$ cat src/rtl/sf_camera_dma_ctrl.sv
// Camera capture DMA: drains ping-pong FIFO read blocks into alternating frame buffers.
// States: IDLE wait for block | ACTIVATE claim block | WRITE issue/hold write | POP strobe word | RELEASE drop claim | FRAME_DONE close frame
module sf_camera_dma_ctrl #(
    parameter int COUNT_WIDTH = 24,
    parameter int ADDR_INC    = 4
) (
    input  logic                   clk,
    input  logic                   rst,
    input  logic                   i_enable,
    input  logic                   i_continuous,
    input  logic [31:0]            i_frame_base0,
    input  logic [31:0]            i_frame_base1,
    input  logic [COUNT_WIDTH-1:0] i_frame_words,
    input  logic                   i_captured,
    input  logic                   i_rfifo_ready,
    output logic                   o_rfifo_activate,
    output logic                   o_rfifo_strobe,
    input  logic [31:0]            i_rfifo_data,
    input  logic [COUNT_WIDTH-1:0] i_rfifo_size,
    output logic                   o_mem_we,
    output logic [31:0]            o_mem_addr,
    output logic [31:0]            o_mem_data,
    input  logic                   i_mem_ack,
    output logic                   o_busy,
    output logic                   o_frame_done,
    output logic                   o_frame_index,
    output logic                   o_short_frame,
    output logic                   o_overflow,
    output logic [COUNT_WIDTH-1:0] o_word_count
);

    typedef enum logic [2:0] {
        S_IDLE,
        S_ACTIVATE,
        S_WRITE,
        S_POP,
        S_RELEASE,
        S_FRAME_DONE
    } state_t;

    localparam logic [31:0] ADDR_INC_W = 32'(ADDR_INC);

    state_t                 r_state;
    logic [COUNT_WIDTH-1:0] r_remaining;
    logic [COUNT_WIDTH-1:0] r_word_count;
    logic                   r_pending;
    logic                   r_disarmed;
    logic                   r_rfifo_activate;
    logic                   r_rfifo_strobe;
    logic                   r_mem_we;
    logic [31:0]            r_mem_addr;
    logic [31:0]            r_mem_data;
    logic                   r_frame_done;
    logic                   r_frame_index;
    logic                   r_short_frame;
    logic                   r_overflow;

    logic [31:0]            w_base;
    logic [31:0]            w_offset;
    logic [31:0]            w_addr;
    logic [COUNT_WIDTH-1:0] w_count_inc;

    assign w_base      = r_frame_index ? i_frame_base1 : i_frame_base0;
    assign w_offset    = 32'(r_word_count) * ADDR_INC_W;
    assign w_addr      = w_base + w_offset;
    assign w_count_inc = r_word_count + 1'b1;

    always_ff @(posedge clk) begin
        if (rst) begin
            r_state          <= S_IDLE;
            r_remaining      <= '0;
            r_word_count     <= '0;
            r_pending        <= 1'b0;
            r_disarmed       <= 1'b0;
            r_rfifo_activate <= 1'b0;
            r_rfifo_strobe   <= 1'b0;
            r_mem_we         <= 1'b0;
            r_mem_addr       <= '0;
            r_mem_data       <= '0;
            r_frame_done     <= 1'b0;
            r_frame_index    <= 1'b0;
            r_short_frame    <= 1'b0;
            r_overflow       <= 1'b0;
        end else begin
            r_frame_done   <= 1'b0;
            r_rfifo_strobe <= 1'b0;
            if (!i_enable) r_disarmed <= 1'b0;

            case (r_state)
                S_IDLE: begin
                    if (i_enable && !r_disarmed && i_rfifo_ready && !r_rfifo_activate) begin
                        r_remaining      <= i_rfifo_size;
                        r_rfifo_activate <= 1'b1;
                        r_state          <= S_ACTIVATE;
                    end
                end
                S_ACTIVATE: begin
                    if (r_remaining == '0) begin
                        r_rfifo_activate <= 1'b0;
                        r_state          <= S_RELEASE;
                    end else begin
                        r_state <= S_WRITE;
                    end
                end
                S_WRITE: begin
                    // First WRITE cycle samples the FIFO head one cycle after the pop settled.
                    if (!r_mem_we) begin
                        if (r_word_count == i_frame_words) begin
                            r_overflow     <= 1'b1;
                            r_rfifo_strobe <= 1'b1;
                            r_remaining    <= r_remaining - 1'b1;
                            r_state        <= S_POP;
                        end else begin
                            r_mem_we   <= 1'b1;
                            r_mem_addr <= w_addr;
                            r_mem_data <= i_rfifo_data;
                        end
                    end else if (i_mem_ack) begin
                        r_mem_we       <= 1'b0;
                        r_rfifo_strobe <= 1'b1;
                        r_word_count   <= w_count_inc;
                        r_remaining    <= r_remaining - 1'b1;
                        if (w_count_inc == i_frame_words) r_pending <= 1'b1;
                        r_state        <= S_POP;
                    end
                end
                S_POP: begin
                    if (r_remaining != '0) begin
                        r_state <= S_WRITE;
                    end else begin
                        r_rfifo_activate <= 1'b0;
                        r_state          <= S_RELEASE;
                    end
                end
                S_RELEASE: begin
                    if (r_pending) begin
                        r_frame_done <= 1'b1;
                        r_state      <= S_FRAME_DONE;
                    end else begin
                        r_state <= S_IDLE;
                    end
                end
                S_FRAME_DONE: begin
                    if (r_word_count < i_frame_words) r_short_frame <= 1'b1;
                    r_word_count  <= '0;
                    r_frame_index <= ~r_frame_index;
                    r_pending     <= 1'b0;
                    if (!i_continuous) r_disarmed <= 1'b1;
                    r_state       <= S_IDLE;
                end
                default: r_state <= S_IDLE;
            endcase

            // A frame end seen in any state is held until the next RELEASE; repeats merge.
            if (i_captured) r_pending <= 1'b1;
        end
    end

    assign o_busy           = (r_state != S_IDLE);
    assign o_rfifo_activate = r_rfifo_activate;
    assign o_rfifo_strobe   = r_rfifo_strobe;
    assign o_mem_we         = r_mem_we;
    assign o_mem_addr       = r_mem_addr;
    assign o_mem_data       = r_mem_data;
    assign o_frame_done     = r_frame_done;
    assign o_frame_index    = r_frame_index;
    assign o_short_frame    = r_short_frame;
    assign o_overflow       = r_overflow;
    assign o_word_count     = r_word_count;

endmodule

$ cat config.mk
export PLATFORM = sky130hd
export DESIGN_NAME = sf_camera_dma_ctrl
export DESIGN_NICKNAME = d
export VERILOG_FILES = /design/src/rtl/sf_camera_dma_ctrl.sv
export SDC_FILE = /design/constraint.sdc
export NUM_CORES = 1
export LEC_CHECK = 0
export BUFFER_PORTS_ARGS = -buffer_cell sky130_fd_sc_hd__buf_4
export CAP_MARGIN = 20
export CORE_UTILIZATION = 55
export DETAILED_ROUTE_END_ITERATION = 12
export HOLD_SLACK_MARGIN = 0.02
export PLACE_DENSITY = 0.86
export SYNTH_ARGS = -nofsm -noshare
export SYNTH_HDL_FRONTEND = slang
export SYNTH_SLANG_ARGS = --single-unit
$ cat constraint.sdc
create_clock -name clk -period 9.1 [get_ports clk]
set_input_delay 0.455 -clock clk [delete_from_list [all_inputs] [get_ports clk]]
set_output_delay 0.455 -clock clk [all_outputs]
set_load 0.05 [all_outputs]
Word level (Yosys, flattened, before mapping)
Cells that the tools add are included.

storage, ports and cells
  register bits = 124
  input port bits = 151
  output and inout bits = 96
  logic and storage cells = 99

cells by class
  bitwise logic cells = 5
  $lt $le $gt $ge = 1
  reductions and logical operators = 23
  muxes and demuxes = 36
  eq/ne operators = 17
  add/sub/neg operators = 3

operators by type and width
  cell                                                  count
  2-to-1 mux 24 bit                                     6
  one-hot mux 24 bit (2 select lines)                   2
  equality test 24 bit                                  2
  adder 32 x 26 -> 32 bit                               1
  2-to-1 mux 32 bit                                     1
  adder 24 x 1 -> 24 bit (second input constant)        1
  logical NOT 24 bit                                    1
  less-than comparator 24 bit                           1
  nonzero test 24 bit                                   1
  subtractor 24 x 1 -> 24 bit (second input constant)   1
  2-to-1 mux 3 bit                                      7
  2-to-1 mux 1 bit                                      17
  != test 3 bit (second input constant)                 5
  one-hot mux 3 bit (5 select lines)                    1
  AND reduction 3 bit                                   4
  AND reduction 4 bit                                   3
  != test 2 bit (second input constant)                 5
  nonzero test 3 bit                                    3
  equality test 3 x 2 -> 1 bit (second input constant)  2
  equality test 3 bit (second input constant)           2
  NOT 1 bit                                             5
  nonzero test 2 bit                                    2
  OR reduction 2 bit                                    2
  equality test 3 x 1 -> 1 bit (second input constant)  1
  6 further kinds                                       9

Depth between registers and ports, before layout
Gate-level depths: netlist (run 1).

  depth in word-level cells = 7
  depth in mapped cells = 14

Worst setup path before layout (run 1)
Ideal clock, no wire load.

  kind = register to register
  start = reg r_frame_index, in the netlist o_frame_index
  end = reg r_mem_addr[31], in the netlist o_mem_addr[31]
  stages on the path, launching flop included = 14
  setup time = 0.063 ns
  path buffers = 3
  data arrival time = 4.111 ns
  required time = 9.037 ns
  path slack = 4.926 ns
  cells stage by stage = dfxtp_1 -> clkbuf_1 -> buf_1 -> clkbuf_1 -> mux2_2 -> ha_1 -> a21oi_1 -> a2bb2oi_1 -> o22ai_1 -> nor3_2 -> a21oi_1 -> o41a_1 -> or4_1 -> nand3_1

between the ends
  cells in the longest elaborated chain, start to end = 2

ends and longest elaborated chain
  element                  line  text
  start, declared          54    logic r_frame_index;
  start signal, assigned   146   r_frame_index <= ~r_frame_index;
  2-to-1 mux 32 bit        63    assign w_base = r_frame_index ? i_frame_base1 : i_frame_base0;
  adder 32 x 26 -> 32 bit  65    assign w_addr = w_base + w_offset;
  end signal, assigned     115   r_mem_addr <= w_addr;
  end, declared            51    logic [31:0] r_mem_addr;

Every way passes these cells.
A chain may end at the register's enable or synchronous reset.

Worst setup path after layout (run 1)
  start = reg r_frame_index, in the netlist o_frame_index
  end = reg r_mem_addr[24], in the netlist o_mem_addr[24]

The elaborated chain is that of the path after synthesis.

==> results of run 1 <==
## flip-flops by register name, summed over array words and instances, names as in the netlist
name and count:
o_rfifo_activate 1, o_rfifo_strobe 1, o_short_frame 1, o_mem_we 1
o_frame_index 1, o_word_count 24, r_state 3, o_overflow 1
o_mem_data 32, o_frame_done 1, r_disarmed 1, r_pending 1
o_mem_addr 32, r_remaining 24
## power breakdown
part / leakage, nW / switching, mW / internal [mW] / total, mW
Sequential: 1.01 / 0.0438 / 0.601 / 0.644
Combinational: 3.35 / 0.401 / 0.216 / 0.617
Clock: 0.316 / 0.257 / 0.502 / 0.759
## worst max-delay path by stage
stage | depth (start not counted) | slack [ps] | end
3_3_place_gp | 11 | 5380 | o_mem_addr[24]$_SDFFE_PP0P_
3_5_place_dp | 11 | 5270 | o_mem_addr[24]$_SDFFE_PP0P_
4_1_cts | 11 | 5270 | o_mem_addr[24]$_SDFFE_PP0P_
6_report | 11 | 5250 | o_mem_addr[24]$_SDFFE_PP0P_
2_1_floorplan | 13 | 4930 | o_mem_addr[31]$_SDFFE_PP0P_
5_1_grt | 11 | 5060 | o_mem_addr[24]$_SDFFE_PP0P_
## layout make-up
class / instances / area [um2]
multi-input cells: 857 / 5359
repair buffers: 252 / 1892
clock buffers: 19 / 452.9
flip-flops and latches: 124 / 2484
clock inverters: 13 / 212.7
inverters: 44 / 165.2
well taps: 184 / 230.2
fillers: 1155 / 3794
## routing by layer
layer | track usage (%) | vias to the layer above | wire, um
met2 | 53.72 | 340 | 11980
met1 | 37.62 | 4043 | 10070
li1 | - | 4319 | -
met5 | 0 | - | 0
met4 | 14.25 | 0 | 812
met3 | 6.744 | 58 | 1724
## metrics by stage
step,instance area [um2],power [mW],setup slack [ps]
final,10800,2.020,5255
after global routing,10800,2.109,5060
after CTS,10800,2.024,5267
after detailed placement,10130,1.265,5271
after global placement,10130,1.253,5383
after floorplan,8230,1.073,4926
## kinds of logic (layout without fill, tap and decap cells)
kind of cell,Yosys count,in the layout,synth area share [%]
AOI/OAI and AO/OA,285,285,21.48
xor gates and xnor gates,49,49,5.214
adders and majority gates,51,51,7.844
buffers and inverters,106,328,4.895
DFF,124,124,30.16
muxes,34,34,4.515
and+or+nand+nor,438,438,25.89
## placed cells by master, fill, tap and decap left out, drive strengths merged, types with 6 or more instances in the layout
master,Yosys,routed
buf,12,252
nand2,177,177
dfxtp,124,124
a21oi,113,113
nor2,87,87
o21ai,59,59
ha,50,50
inv,44,45
nand3,39,39
nor3,33,33
xnor2,28,28
mux2,25,25
xor2,21,21
clkbuf,50,19
a21o,17,17
a211oi,16,16
nor4,15,15
nand4,14,14
a22oi,13,13
or4,12,12
a31oi,10,10
nand2b,10,10
mux2i,9,9
and3,8,8
or3,7,7
and4,7,7
and2,6,6
o211ai,6,6
o22ai,6,6
## cell usage after synthesis, types with 14 or more instances
| cell type | count | area (um2) |
|---|---|---|
| nand2_1 | 177 | 664.4 |
| dfxtp_1 | 124 | 2482 |
| a21oi_1 | 113 | 565.5 |
| nor2_1 | 86 | 322.8 |
| o21ai_0 | 55 | 275.3 |
| clkbuf_1 | 50 | 187.7 |
| ha_1 | 50 | 625.6 |
| inv_1 | 44 | 165.2 |
| nand3_1 | 37 | 185.2 |
| nor3_1 | 30 | 150.1 |
| xnor2_1 | 28 | 245.2 |
| mux2_2 | 25 | 281.5 |
| xor2_1 | 21 | 183.9 |
| a21o_1 | 17 | 127.6 |
| a211oi_1 | 15 | 112.6 |
| nand4_1 | 14 | 87.58 |
## critical path: stages (launching register included)
cell and delay [ps]:
dfxtp_2 930, mux2_2 310, ha_1 160, inv_1 60, fa_1 380, nand2b_1 190, a21o_1 190, a32oi_2 300
a211oi_1 150, o31ai_1 390, a211oi_1 130, or4_1 530
==> impl_metrics.env, run 1 <==
export IMPL_outcome="finished, final reports clean"
export IMPL_period_share_pct=42.25
export IMPL_io_pins=247
export IMPL_crit_start="o_frame_index$_SDFFE_PP0P_"
export IMPL_holdPathStages=3
export IMPL_crit_required_ps=9400
export IMPL_timing_max_cap_violations=0
export IMPL_r2r_end="o_mem_addr[24]$_SDFFE_PP0P_"
export IMPL_ir_drop_v=0.0001373
export IMPL_start_util_pct=56.42
export IMPL_place_inst=1461
export IMPL_r2r_cells=11
export IMPL_routed_wirelength_um=24580
export IMPL_die_h_um=124.3
export IMPL_crit_path_max_fanout=34
export IMPL_whs_ps=269.7
export IMPL_utilization_pct=74.00
export IMPL_num_vias=8760
export IMPL_synth_edf_count=0
export IMPL_fmaxAchievable_ghz=0.2601
export IMPL_netlist_instances=1087
export IMPL_end_kind="flip-flop"
export IMPL_fin_nets=1498
export IMPL_diodes=0
export IMPL_max_clock_path_buffers=2
export IMPL_period_needed_ps=3845
export IMPL_hold_path_class="input pin to flip-flop"
export IMPL_setup_violations=0
export IMPL_routabilityCongestion=0.8989
export IMPL_p_leak_nw=4.678
export IMPL_die_area_um2=15460
export IMPL_hold_start="i_enable"
export IMPL_hpwl_um=17850
export IMPL_cts_buffers=17
export IMPL_finalHoldViolations=0
export IMPL_clk_pin_slew_ps=60
export IMPL_ant_nets=0
export IMPL_drc=0
export IMPL_r2r_start="o_frame_index$_SDFFE_PP0P_"
export IMPL_avgSynthCellArea_um2=7.572
export IMPL_async_reset_ff_share_pct=0
export IMPL_fin_setup_tns_ps=0
export IMPL_gr_total_overflow=0
export IMPL_insertion_delay_ps=420
export IMPL_drt_iter0_drc=648
export IMPL_grt_pass1_wl_um=39530
export IMPL_clock_skew_final_ps=6.987
export IMPL_rsz0062_at_grt="false"
export IMPL_stdcell_count=1493
export IMPL_grt_max_degree=78
export IMPL_grt_usage_pct=31.44
export IMPL_via_per_inst=5.867
export IMPL_holdPathEnd="r_disarmed$_SDFF_PP0_"
export IMPL_cts_root_buf="clkbuf_16"
export IMPL_syn2layout_area_growth_pct=31.17
export IMPL_drt_first_pass_iters=5
export IMPL_first_global_vias=8134
export IMPL_ys_warn_count=0
export IMPL_wl_per_cell_um=16.47
export IMPL_seq_area_frac_synth_pct=30.16
export IMPL_antenna_found_initial=0
export IMPL_synth_cell_type_count=77
export IMPL_row_count=44
export IMPL_dieWidth_um=124.3
export IMPL_p_per_area_nw_per_um2=187.2
export IMPL_synth_main_ff_cell="dfxtp_1"
export IMPL_reg2reg_slack_ps=5250
export IMPL_ys_ff_latch=124
export IMPL_critPathLaunchType="flip-flop"
export IMPL_port_buffers=246
export IMPL_cts_hold_fix_buffers=0
export IMPL_drive_gt1_share_pct=25.44
export IMPL_syn_num_nets=1289
export IMPL_worst_pin_slew_ps=909.1
export IMPL_cts_repair_resized=0
export IMPL_slew_violations=0
export IMPL_core_um2=14590
export IMPL_synthesis_area_um2=8230
export IMPL_cp_data_arrival_time_ps=4140
export IMPL_max_slew_margin_rel_pct=39.39
export IMPL_htree_levels=4
export IMPL_worst_setup_path_type="flip-flop to flip-flop"
export IMPL_clock_sinks=124
export IMPL_tritoncts="done"
export IMPL_post_cts_repair_setup_buffers=0
(Power assumes the default switching activity.)
==> run 2: changes to the inputs <==
--- a/config.mk
+++ b/config.mk
@@ -5,12 +5,13 @@
 export SDC_FILE = /design/constraint.sdc
 export NUM_CORES = 1
 export LEC_CHECK = 0
+export ABC_AREA = 1
 export BUFFER_PORTS_ARGS = -buffer_cell sky130_fd_sc_hd__buf_4
 export CAP_MARGIN = 20
-export CORE_UTILIZATION = 55
+export CORE_UTILIZATION = 48
 export DETAILED_ROUTE_END_ITERATION = 12
 export HOLD_SLACK_MARGIN = 0.02
-export PLACE_DENSITY = 0.86
+export PLACE_DENSITY = 0.79
 export SYNTH_ARGS = -nofsm -noshare
 export SYNTH_HDL_FRONTEND = slang
 export SYNTH_SLANG_ARGS = --single-unit
==> constraint.sdc (replaced) <==
create_clock -name clk -period 3.2 [get_ports clk]
set_input_delay 0.16 -clock clk [delete_from_list [all_inputs] [get_ports clk]]
set_output_delay 0.16 -clock clk [all_outputs]
set_load 0.05 [all_outputs]
==> run 2 against run 1 <==
Non-clock buffer count grew 63. Clock skew grew 4.2 ps. Core utilization shrank 6.0 points. Critical path depth grew 2. Critical endpoint is now o_mem_addr[0]$_SDFFE_PP0P_. Largest power group is now combinational logic.
==> impl_metrics.env, run 2 <==
export IMPL_p_per_area_nw_per_um2=539.3
export IMPL_ir_drop_v=0.0004706
export IMPL_max_slew_margin_rel_pct=44.89
export IMPL_cts_buffers=17
export IMPL_period_share_pct=93.96
export IMPL_max_clock_path_buffers=2
export IMPL_via_per_inst=5.406
export IMPL_avgSynthCellArea_um2=6.270
export IMPL_gr_total_overflow=0
export IMPL_fin_area_um2=11920
export IMPL_synth_top_area_share_pct=28.49
export IMPL_row_count=48
export IMPL_diodes=0
export IMPL_post_cts_repair_setup_buffers=0
export IMPL_outcome="finished, final reports clean"
export IMPL_syn_num_nets=1592
export IMPL_netlist_instances=1390
export IMPL_place_area_um2=10880
export IMPL_finalHoldViolations=0
export IMPL_critPathLaunchType="flip-flop"
export IMPL_fin_nets=1880
export IMPL_period_needed_ps=3007
export IMPL_io_pins=247
export IMPL_hpwl_um=21130
export IMPL_yosys_top_cells_count="nand2_1, nor2_1, inv_1, dfxtp_1, o21ai_0"
export IMPL_cp_data_arrival_time_ps=3320
export IMPL_ys_warn_count=0
export IMPL_routed_wirelength_um=28880
export IMPL_dieWidth_um=136.7
export IMPL_seq_area_um2=2482
export IMPL_drt_first_pass_iters=6
export IMPL_worst_setup_path_type="flip-flop to flip-flop"
export IMPL_drc=0
export IMPL_num_vias=10360
export IMPL_timing_max_cap_violations=0
export IMPL_end_kind="flip-flop"
export IMPL_synthesis_area_um2=8715
export IMPL_seq_area_frac_synth_pct=28.49
export IMPL_worst_pin_slew_ps=825.7
export IMPL_synth_cell_type_count=53
export IMPL_port_buffers=246
export IMPL_fin_setup_tns_ps=0
export IMPL_grt_pass1_wl_um=44440
export IMPL_drive_gt1_share_pct=20.70
export IMPL_first_global_vias=9419
export IMPL_p_leak_nw=5.867
export IMPL_clk_pin_slew_ps=70
export IMPL_rsz0062_at_grt="false"
export IMPL_start_util_pct=49.69
export IMPL_wl_per_cell_um=15.07
export IMPL_drt_iter0_drc=785
export IMPL_layout_common_cells="nand2_1, buf_4, nor2_1"
export IMPL_clock_sinks=124
export IMPL_multiInputGateArea_um2=5472
export IMPL_ys_ff_latch=124
export IMPL_fmaxAchievable_ghz=0.3326
export IMPL_routabilityCongestion=0.9532
export IMPL_cts_root_buf="clkbuf_16"
export IMPL_ant_nets=0
export IMPL_fillers=1517
export IMPL_layout_commonest_cell="nand2_1"
export IMPL_synth_main_ff_cell="dfxtp_1"
export IMPL_slew_violations=0
export IMPL_grt_max_degree=88
export IMPL_ys_top_cells_by_area="dfxtp_1, nand2_1, nor2_1"
export IMPL_setup_violations=0
export IMPL_clock_skew_final_ps=11.17
export IMPL_grt_usage_pct=30.53
export IMPL_yosys_area_top_type="dfxtp_1"
export IMPL_tritoncts="done"
export IMPL_syn2layout_area_growth_pct=36.77
export IMPL_crit_path_max_fanout=87
export IMPL_synth_edf_count=0
export IMPL_async_reset_ff_share_pct=0
export IMPL_crit_required_ps=3510
export IMPL_insertion_delay_ps=420
export IMPL_antenna_found_initial=0
export IMPL_die_area_um2=18700
export IMPL_core_um2=17540
export IMPL_die_h_um=136.7
export IMPL_htree_levels=4
export IMPL_hold_path_class="input pin to flip-flop"
export IMPL_synthMostInstantiatedCell="nand2_1"
[run 2: changes by cell type after synthesis, moves of 19 or more]
cell	change
nor2_1	+126
nand2_1	+185
nand3_1	+41
xnor2_1	-19
a21oi_1	-26
o21ai_0	+54
mux2_2	-25
inv_1	+99
[run 2: worst paths after layout]
check                               startpoint                    endpoint  slack (ps)  cells after the start
setup / recovery  o_word_count[0]$_SDFFE_PP0P_  o_mem_addr[0]$_SDFFE_PP0P_         190                     13
hold / removal                i_frame_base1[1]  o_mem_addr[1]$_SDFFE_PP0P_          30                      3
setup reg to reg  o_word_count[0]$_SDFFE_PP0P_  o_mem_addr[0]$_SDFFE_PP0P_         190                     13
hold reg to reg     o_short_frame$_SDFFE_PP0P_  o_short_frame$_SDFFE_PP0P_         460                      2
[run 2: cell type report]
cell class / count / share of cell area, %
inverter: 151 / 4.766
clock inverter: 14 / 1.459
tap: 225 / 2.362
clock buffer: 18 / 3.685
sequential: 124 / 20.83
multi-input combinational: 1069 / 45.91
timing repair buffer: 315 / 21.00
[run 2: worst max-delay path, cell delays in order, from the launching register on]
cell and delay, ps:
dfxtp_1 350, buf_4 200, inv_1 110, ha_1 330, nand4_1 90, nor3_1 220, nand2_1 100, nand2_2 90
buf_8 250, inv_2 80, buf_12 220, o21ai_0 180, a31oi_1 50, dlygate4sd3_1 570
[run 2: stage by stage]
| step | util (%) | hold WS (ps) | worst slack [ps] | power [mW] | instances |
|---|---|---|---|---|---|
| 5_1_grt | 67.97 | 35.44 | 31.14 | 6.755 | 1916 |
| 6_report | 67.97 | 29.27 | 193.1 | 6.428 | 1916 |
| 3_3_place_gp | 62.03 | 399.2 | 524.5 | 4.298 | 1842 |
| 3_5_place_dp | 62.03 | 410.0 | 451.0 | 4.341 | 1842 |
| 2_1_floorplan | - | 302.7 | 34.73 | 3.633 | 1390 |
| 4_1_cts | 67.92 | 22.56 | 131.4 | 6.412 | 1916 |
[run 2: cells by family (layout without fill, tap and decap cells)]
| group | count (synthesis) | after routing | share of synthesized area (%) |
|---|---|---|---|
| adder cells (fa/ha/maj) | 51 | 51 | 7.408 |
| flip-flops | 124 | 124 | 28.49 |
| XOR/XNOR | 28 | 28 | 2.972 |
| multiplexers | 4 | 4 | 0.4595 |
| buffers and inverters | 197 | 498 | 8.729 |
| AND/OR/NAND/NOR | 717 | 717 | 34.39 |
| AO/OA/AOI/OAI | 269 | 269 | 17.56 |
[run 2: layer usage]
metal | vias to the layer above | GRT usage (%) | share of wire, %
li1 | 5112 | - | -
met2 | 477 | 51.61 | 47
met1 | 4680 | 38.00 | 42
met5 | - | 0 | 0
met4 | 0 | 13.40 | 3.8
met3 | 88 | 5.037 | 8.1
[run 2: repair_timing]
item | in CTS | in global routing
gates resized for setup | 0 | 2
hold endpoints to repair | 41 | 0
endpoints found under the setup margin | 0 | 1
hold buffers | 42 | 0
[run 2: where the power goes]
part / leakage (nW) / switching [mW] / internal, mW
registers: 1.01 / 0.186 / 1.80
logic: 4.56 / 1.60 / 0.817
clock network: 0.300 / 0.821 / 1.20
